<file path="src/rtl/cmos_switch_sync.sv">
// cmos_switch_sync: frame-aligned switch that routes one of CH_NUM synchronous CMOS streams to one output.
// Latency: data, dreq and vsync leave 1 cycle after they enter. Status outputs are registered.
// Backpressure: none. A switch waits for frame boundaries on the old and new channels, and i_sw_en gates the stream outputs.
//
// Ports:
//   i_clk, i_rst        sole clock; asynchronous active-high reset
//   i_sw_en             output enable; 0 zeroes data/dreq/vsync outputs (FSM keeps running)
//   i_eth_cmos_sel      requested channel (values >= CH_NUM are rejected with o_sel_err)
//   i_cmos_data/dreq/vsync  per-channel streams, channel n at [n*DATA_W +: DATA_W] / bit n
//   o_cmos_sel_*        selected stream
//   o_cur_ch, o_busy    routed channel; high while a switch is pending
//   o_sw_done, o_sel_err, o_timeout  single-cycle pulses
// Build option: define CMOS_SW_TIMEOUT_EN to force a pending switch after TIMEOUT_CYC cycles.
module cmos_switch_sync #(
  parameter int CH_NUM      = 9,
  parameter int DATA_W      = 32,
  parameter int CH_W        = 4,
  parameter int TIMEOUT_CYC = 1000000
) (
  input  logic                     i_clk,
  input  logic                     i_rst,
  input  logic                     i_sw_en,
  input  logic [CH_W-1:0]          i_eth_cmos_sel,
  input  logic [CH_NUM*DATA_W-1:0] i_cmos_data,
  input  logic [CH_NUM-1:0]        i_cmos_dreq,
  input  logic [CH_NUM-1:0]        i_cmos_vsync,
  output logic [DATA_W-1:0]        o_cmos_sel_data,
  output logic                     o_cmos_sel_dreq,
  output logic                     o_cmos_sel_vsync,
  output logic [CH_W-1:0]          o_cur_ch,
  output logic                     o_busy,
  output logic                     o_sw_done,
  output logic                     o_sel_err,
  output logic                     o_timeout
);

  typedef enum logic [1:0] {RUN = 2'd0, DRAIN = 2'd1, WAIT = 2'd2} state_e;

  // Elaboration-time parameter sanity checks.
  if (CH_NUM < 2 || CH_NUM > 16 || (1 << CH_W) < CH_NUM || TIMEOUT_CYC < 1) begin : g_param_chk
    $error("cmos_switch_sync: illegal parameter combination");
  end

  localparam logic [CH_W:0] CH_NUM_L = (CH_W+1)'(CH_NUM);

  state_e              state_q, state_d;
  logic [CH_W-1:0]     cur_q, cur_d, tgt_q, tgt_d;
  logic [CH_NUM-1:0]   vs_dly_q;
  logic [CH_NUM-1:0]   vs_rise;
  logic [DATA_W-1:0]   data_q, data_d;
  logic                dreq_q, dreq_d, vsync_q, vsync_d;
  logic                done_q, done_d, err_q, err_d;
  // Last rejected select, so an out-of-range value reports only once until it changes.
  logic [CH_W-1:0]     err_sel_q, err_sel_d;
  logic                err_seen_q, err_seen_d;

  logic [DATA_W-1:0]   cur_dat, tgt_dat;
  logic                cur_dreq, cur_vs, cur_rise, tgt_dreq, tgt_vs, tgt_rise;
  logic                sel_valid;

  assign vs_rise   = i_cmos_vsync & ~vs_dly_q;
  assign sel_valid = ({1'b0, i_eth_cmos_sel} < CH_NUM_L);

  // Channel muxes for the current and the pending target channel.
  always_comb begin
    cur_dat = '0; cur_dreq = 1'b0; cur_vs = 1'b0; cur_rise = 1'b0;
    tgt_dat = '0; tgt_dreq = 1'b0; tgt_vs = 1'b0; tgt_rise = 1'b0;
    for (int n = 0; n < CH_NUM; n++) begin
      if (cur_q == CH_W'(n)) begin
        cur_dat  = i_cmos_data[n*DATA_W +: DATA_W];
        cur_dreq = i_cmos_dreq[n];
        cur_vs   = i_cmos_vsync[n];
        cur_rise = vs_rise[n];
      end
      if (tgt_q == CH_W'(n)) begin
        tgt_dat  = i_cmos_data[n*DATA_W +: DATA_W];
        tgt_dreq = i_cmos_dreq[n];
        tgt_vs   = i_cmos_vsync[n];
        tgt_rise = vs_rise[n];
      end
    end
  end

`ifdef CMOS_SW_TIMEOUT_EN
  localparam int TO_W = $clog2(TIMEOUT_CYC + 1);
  logic [TO_W-1:0] to_cnt_q, to_cnt_d;
  logic            to_q;
  logic            to_hit;
  // to_cnt_q equals the number of completed cycles since DRAIN was entered.
  assign to_hit = (state_q != RUN) && (to_cnt_q == TO_W'(TIMEOUT_CYC - 1));
`endif

  always_comb begin
    state_d    = state_q;
    cur_d      = cur_q;
    tgt_d      = tgt_q;
    done_d     = 1'b0;
    err_d      = 1'b0;
    err_sel_d  = err_sel_q;
    err_seen_d = err_seen_q;
    data_d     = cur_dat;
    dreq_d     = cur_dreq;
    vsync_d    = cur_vs;
    case (state_q)
      RUN: begin
        if (sel_valid) begin
          err_seen_d = 1'b0;
          if (i_eth_cmos_sel != cur_q) begin
            tgt_d   = i_eth_cmos_sel;
            state_d = DRAIN;
          end
        end else begin
          if (!(err_seen_q && err_sel_q == i_eth_cmos_sel)) err_d = 1'b1;
          err_seen_d = 1'b1;
          err_sel_d  = i_eth_cmos_sel;
        end
      end
      DRAIN: begin
        // Only the current channel's frame start matters here, even if the target starts too.
        if (cur_rise) begin
          dreq_d  = 1'b0;
          state_d = WAIT;
        end
      end
      WAIT: begin
        data_d  = '0;
        dreq_d  = 1'b0;
        vsync_d = tgt_vs;
        if (tgt_rise) begin
          // Target frame starts now: its first beat goes out with the done pulse.
          data_d  = tgt_dat;
          dreq_d  = tgt_dreq;
          cur_d   = tgt_q;
          state_d = RUN;
          done_d  = 1'b1;
        end
      end
      default: state_d = RUN;
    endcase
`ifdef CMOS_SW_TIMEOUT_EN
    if (to_hit) begin
      data_d  = tgt_dat;
      dreq_d  = tgt_dreq;
      vsync_d = tgt_vs;
      cur_d   = tgt_q;
      state_d = RUN;
      done_d  = 1'b0;
    end
`endif
    if (!i_sw_en) begin
      data_d  = '0;
      dreq_d  = 1'b0;
      vsync_d = 1'b0;
    end
  end

  always_ff @(posedge i_clk or posedge i_rst) begin
    if (i_rst) begin
      state_q    <= RUN;
      cur_q      <= '0;
      tgt_q      <= '0;
      vs_dly_q   <= '0;
      data_q     <= '0;
      dreq_q     <= 1'b0;
      vsync_q    <= 1'b0;
      done_q     <= 1'b0;
      err_q      <= 1'b0;
      err_sel_q  <= '0;
      err_seen_q <= 1'b0;
    end else begin
      state_q    <= state_d;
      cur_q      <= cur_d;
      tgt_q      <= tgt_d;
      vs_dly_q   <= i_cmos_vsync;
      data_q     <= data_d;
      dreq_q     <= dreq_d;
      vsync_q    <= vsync_d;
      done_q     <= done_d;
      err_q      <= err_d;
      err_sel_q  <= err_sel_d;
      err_seen_q <= err_seen_d;
    end
  end

`ifdef CMOS_SW_TIMEOUT_EN
  always_comb begin
    to_cnt_d = to_cnt_q + 1'b1;
    if (state_q == RUN || state_d == RUN) to_cnt_d = '0;
  end

  always_ff @(posedge i_clk or posedge i_rst) begin
    if (i_rst) begin
      to_cnt_q <= '0;
      to_q     <= 1'b0;
    end else begin
      to_cnt_q <= to_cnt_d;
      to_q     <= to_hit;
    end
  end

  assign o_timeout = to_q;
`else
  assign o_timeout = 1'b0;
`endif

  assign o_cmos_sel_data  = data_q;
  assign o_cmos_sel_dreq  = dreq_q;
  assign o_cmos_sel_vsync = vsync_q;
  assign o_cur_ch         = cur_q;
  assign o_busy           = (state_q != RUN);
  assign o_sw_done        = done_q;
  assign o_sel_err        = err_q;

endmodule

</file>
<file path="config.mk">
export PLATFORM = sky130hd
export DESIGN_NAME = cmos_switch_sync
export DESIGN_NICKNAME = d
export VERILOG_FILES = /design/src/rtl/cmos_switch_sync.sv
export SDC_FILE = /design/constraint.sdc
export NUM_CORES = 1
export LEC_CHECK = 0
export ABC_CLOCK_PERIOD_IN_PS = 6500
export CAP_MARGIN = 5
export CORE_UTILIZATION = 38
export DETAILED_ROUTE_END_ITERATION = 16
export HOLD_SLACK_MARGIN = 0.08
export PLACE_DENSITY_LB_ADDON = 0.25
export SLEW_MARGIN = 20
export SYNTH_ARGS = -nofsm -noshare
export SYNTH_HDL_FRONTEND = slang
export SYNTH_SLANG_ARGS = --single-unit
</file>
<file path="constraint.sdc">
create_clock -name i_clk -period 6.5 [get_ports i_clk]
set_clock_uncertainty 0.1 [all_clocks]
set_input_delay 0.65 -clock i_clk [delete_from_list [all_inputs] [get_ports i_clk]]
set_output_delay 0.65 -clock i_clk [all_outputs]
set_load 0.1 [all_outputs]
</file>
---- After elaboration in Yosys (flattened, before gate mapping) ----
Index checks and enable logic that the tools add are counted.
operators by class
  magnitude comparators ................... 1
  equality and inequality tests ........... 24
  muxes and demuxes ....................... 92
  bitwise gates (word level) .............. 3
  reductions and logical operators ........ 9
operators with widths
  kind                                                 count
  two-way mux 32 bit                                   21
  two-way mux 1 bit                                    65
  equality test 4 x 3 -> 1 bit, second input constant  8
  equality test 4 x 2 -> 1 bit, second input constant  4
  bitwise AND 9 bit                                    1
  inverter 9 bit                                       1
  equality test 4 x 1 -> 1 bit, second input constant  2
  equality test 4 bit, second input constant           2
  logical NOT 4 bit                                    2
  two-way mux 2 bit                                    4
  != test 2 bit, second input constant                 4
  one-hot mux 2 bit (3 select lines)                   1
  equality test 4 bit                                  1
  < comparator 4 bit, second input constant            1
  != test 4 bit                                        1
  AND reduction 2 bit                                  2
  AND reduction 4 bit                                  1
  AND reduction 3 bit                                  1
  equality test 2 x 1 -> 1 bit, second input constant  1
  equality test 2 bit, second input constant           1
  logical NOT 2 bit                                    1
  one-hot mux 1 bit (2 select lines)                   1
  nonzero test 2 bit                                   1
  logical AND 1 bit                                    1
  inverter 1 bit                                       1
word-level totals
  bits in registers ....................... 60
  input bits .............................. 313

---- Logic depth before layout (Yosys ltp) ----
  depth in word-level cells ............... 14
  depth in mapped cells ................... 10
  depth with buffers taken out ............ 6

---- Least setup slack after synthesis ----
No wires, ideal clock.
  path kind ............................... flip-flop to flip-flop
  from .................................... reg cur_q[0], in the netlist o_cur_ch[0]
  to ...................................... reg data_q[20], in the netlist o_cmos_sel_data[20]
  library setup time ...................... 0.139 ns
  arrival ................................. 2.766 ns
  path slack .............................. 3.494 ns
  cell stages (with the launch flop) ...... 10
  path buffers ............................ 3
  cells stage by stage .................... dfrtp_1 -> buf_2 -> buf_2 -> buf_2 -> mux2i_1 -> nor2_1 -> a221oi_1 -> o21ai_0 -> a221oi_1 -> o32ai_2
on the way
  cells in the longest elaborated chain, start to end .. 12
RTL lines
  element                          RTL line  source
  from (decl)                      47        logic [CH_W-1:0] cur_q, cur_d, tgt_q, tgt_d;
  from (signal assigned)           172       cur_q <= cur_d;
  logical NOT 4 bit                69        if (cur_q == CH_W'(n)) begin
  two-way mux 32 bit (8 in a row)  69
  two-way mux 32 bit *             69
  two-way mux 32 bit *             104       case (state_q)
  two-way mux 32 bit *             150       if (!i_sw_en) begin
  named net data_d[20]             50        logic [DATA_W-1:0] data_q, data_d;
  to (signal assigned)             175       data_q <= data_d;
  to (decl)                        50
Mark *: on every way through the listed nets, which the timed path passes. The rest lies on a longest branch.
A chain may end at the register's enable or synchronous reset.

---- Worst setup path after layout ----
  from .................................... reg tgt_q[0]
  to ...................................... reg data_q[3], in the netlist o_cmos_sel_data[3]
on the way
  cells in the longest elaborated chain, start to end .. 13
RTL lines
  element                                                               RTL line  source
  from (decl)                                                           47
  from (signal assigned)                                                173       tgt_q <= tgt_d;
  logical NOT 4 bit                                                     75        if (tgt_q == CH_W'(n)) begin
  two-way mux 32 bit or two-way mux 1 bit (tied branches) (9 in a row)  75
  two-way mux 32 bit *                                                  129       if (tgt_rise) begin
  two-way mux 32 bit *                                                  104
  two-way mux 32 bit *                                                  150
  named net data_d[3]                                                   50
Marks and branches as above.

==> impl_metrics.env <==
export IMPL_status="finished clean"
export IMPL_post_drt_via_cell_ratio=6.71
export IMPL_die_height_um=143
export IMPL_first_pass_iters=9
export IMPL_io_buffers=353
export IMPL_drt_iter0_drc=1624
export IMPL_p_per_area_nw_per_um2=445
export IMPL_yosysWarnings=0
export IMPL_ir_drop_mv=0.199
export IMPL_ys_ff_latch=60
export IMPL_grt_start_max_net_pins=63
export IMPL_worstSetupStartpoint="tgt_q[0]"
export IMPL_final_cells=1528
export IMPL_start_util_pct=38.7
export IMPL_grt_pass1_vias=9819
export IMPL_hold_buffers=0
export IMPL_maxCapViolations=0
export IMPL_nets=1575
export IMPL_crit_fanout=57
export IMPL_nFillCells=1815
export IMPL_worstSetupPathType="reg2reg"
export IMPL_num_rows=51
export IMPL_globalplace_congestion=0.954
export IMPL_endpoint_kind="flip-flop"
export IMPL_cts_max_level=3
export IMPL_syn_nets=1290
export IMPL_ys_seq_area_share_pct=19.9
export IMPL_grt_pass1_wl_um=59300
export IMPL_r2r_start="tgt_q[0]"
export IMPL_crit_arrival_ns=3.77
export IMPL_drive_gt1_share_pct=10.1
export IMPL_io_pins=355
export IMPL_async_reset_ff_share_pct=100
export IMPL_rsz0062_at_grt="false"
export IMPL_fp_dieW_um=143
export IMPL_syn_avg_cell_area_um2=7.74
export IMPL_syn_inst=973
export IMPL_cts_tree="done"
export IMPL_drtAntennaViolNets=0
export IMPL_hold_class="reg2reg"
export IMPL_min_period_ns=3.64
export IMPL_cts_resized=0
export IMPL_clock_latency_ns=0.34
export IMPL_leakagePower_uw=0.00424
export IMPL_whs_ns=0.373
export IMPL_drc=0
export IMPL_antenna_found_initial=0
export IMPL_wire_per_inst_um=27.0
export IMPL_cts_root_buffer="clkbuf_16"
export IMPL_max_freq_mhz=274
export IMPL_die_area_um2=20400
export IMPL_cp_required_ns=6.62
export IMPL_grt_use_total_pct=39.2
export IMPL_setup_viol=0
export IMPL_syn_area_um2=7530
export IMPL_gr_total_overflow=0
export IMPL_synthToLayoutAreaGrowth_pct=52.1
export IMPL_clockBufferDepth=2
export IMPL_via_count=10300
export IMPL_synth_cell_types=74
export IMPL_synth_ff_type="dfrtp_1"
export IMPL_finalSetupTns_ns=0
export IMPL_clock_sinks=60
export IMPL_numCtsBuffers=9
export IMPL_synth_edf_count=0
export IMPL_placed_cells=1512
export IMPL_hpwl_um=29500
export IMPL_worst_r2r_cell_count=7
export IMPL_whs_path_depth=1
export IMPL_cts_setup_buffers=0
export IMPL_hold_viol=0
export IMPL_worst_pin_slew_ns=1.21
export IMPL_path_clk_slew_ns=0.06
export IMPL_post_route_period_util_pct=56.1
export IMPL_hold_start="err_seen_q"
export IMPL_cp_start_kind="flip-flop"
export IMPL_wl_um=41300
export IMPL_final_max_slew_viol_count=0
export IMPL_relSlewSlack_pct=19.1
export IMPL_core_um2=19500
==> final timing paths <==
check	slack, ns	end
worst max-delay path	2.86	o_cmos_sel_data[3]
worst min-delay path	0.37	o_sel_err
worst max register to register	2.86	o_cmos_sel_data[3]
worst min register to register	0.37	o_sel_err
max in group asynchronous	4.87	o_cur_ch[0]
min in group asynchronous	0.80	tgt_q[3]
==> cells in the mapped netlist, drive strengths merged, types with 6 or more instances <==
master	number	area, um2
a21boi	6	45.0
a21oi	79	395
a221oi	52	455
a222oi	34	340
a22o	6	52.6
a22oi	25	188
a2bb2oi	22	193
a31oi	10	77.6
buf	31	160
clkbuf	68	255
dfrtp	60	1500
inv	40	150
mux2	58	653
mux2i	40	400
mux4	8	180
nand2	53	206
nand2b	18	113
nand3	13	65.1
nor2	85	319
nor2b	12	75.1
nor3	12	60.1
o211ai	11	82.6
o21ai	98	490
o22ai	38	244
o32ai	8	85.1
xor2	7	61.3
==> critical path, stage by stage, from the launching register on <==
cell	delay (ns)
dfrtp_4	0.77
buf_4	0.44
or4b_1	0.61
a211oi_2	0.27
o22ai_2	0.14
a31oi_4	0.39
nand2_4	0.32
o32ai_1	0.40
==> per-layer routing <==
metal	routed length, um	track usage (%)	up-vias
met4	2070	19.9	0
met1	15100	49.4	4739
li1	-	-	4383
met2	18400	61.4	962
met5	0	0	-
met3	5730	10.6	170
==> logic make-up after synthesis <==
family	after synthesis	share of synthesized area, %
compound gates	426	39.5
xor+xnor	8	0.931
fa+ha+maj	4	0.665
buf+inv	140	7.56
flops	60	19.9
mux	106	16.4
other cells	1	0.0498
simple gates	228	14.9
==> placed cells by master, fill, tap and decap left out, drive strengths merged, types with 25 or more instances in the layout <==
cell type	Yosys	routed
dfrtp	60	60
a222oi	34	34
a22oi	25	25
a221oi	52	52
o21ai	98	98
inv	40	40
mux2	58	58
o22ai	38	38
clkdlybuf4s50	0	353
a21oi	79	79
nand2	53	53
mux2i	40	40
nor2	85	85
==> stage by stage <==
stage               setup WS [ns]  total power, uW  util (%)  cell area, um2
detailed placement           3.00             4520      57.5           11200
global route                 2.77             5300      58.8           11500
floorplan                    3.49             3370         -            7530
global placement             3.07             4470      57.5           11200
CTS                          2.99             4970      58.8           11500
finish                       2.86             5100      58.9           11500
==> area by class of cell <==
cell class | count | area (um2) | area share (%)
antenna | 1 | 2.50 | 0.0218
clock buffer | 12 | 246 | 2.15
clock inverter | 3 | 15.0 | 0.131
inverter | 41 | 154 | 1.34
multi-input combinational | 773 | 5510 | 48.1
sequential | 60 | 1510 | 13.2
tap | 265 | 332 | 2.89
timing repair buffer | 373 | 3680 | 32.2
==> report_power, final <==
part / internal (uW) / switching [uW]
logic: 1470 / 2380
registers: 491 / 299
clock network: 265 / 189
total: 2220 / 2870
==> registers in the layout (all words and copies together), names as in the netlist <==
signal,cells
tgt_q,4
o_cur_ch,4
state_q,2
err_sel_q,4
o_cmos_sel_dreq,1
err_seen_q,1
o_cmos_sel_data,32
o_sel_err,1
vs_dly_q,9
o_cmos_sel_vsync,1
o_sw_done,1
Note: power is estimated with default switching activity, not from simulation.
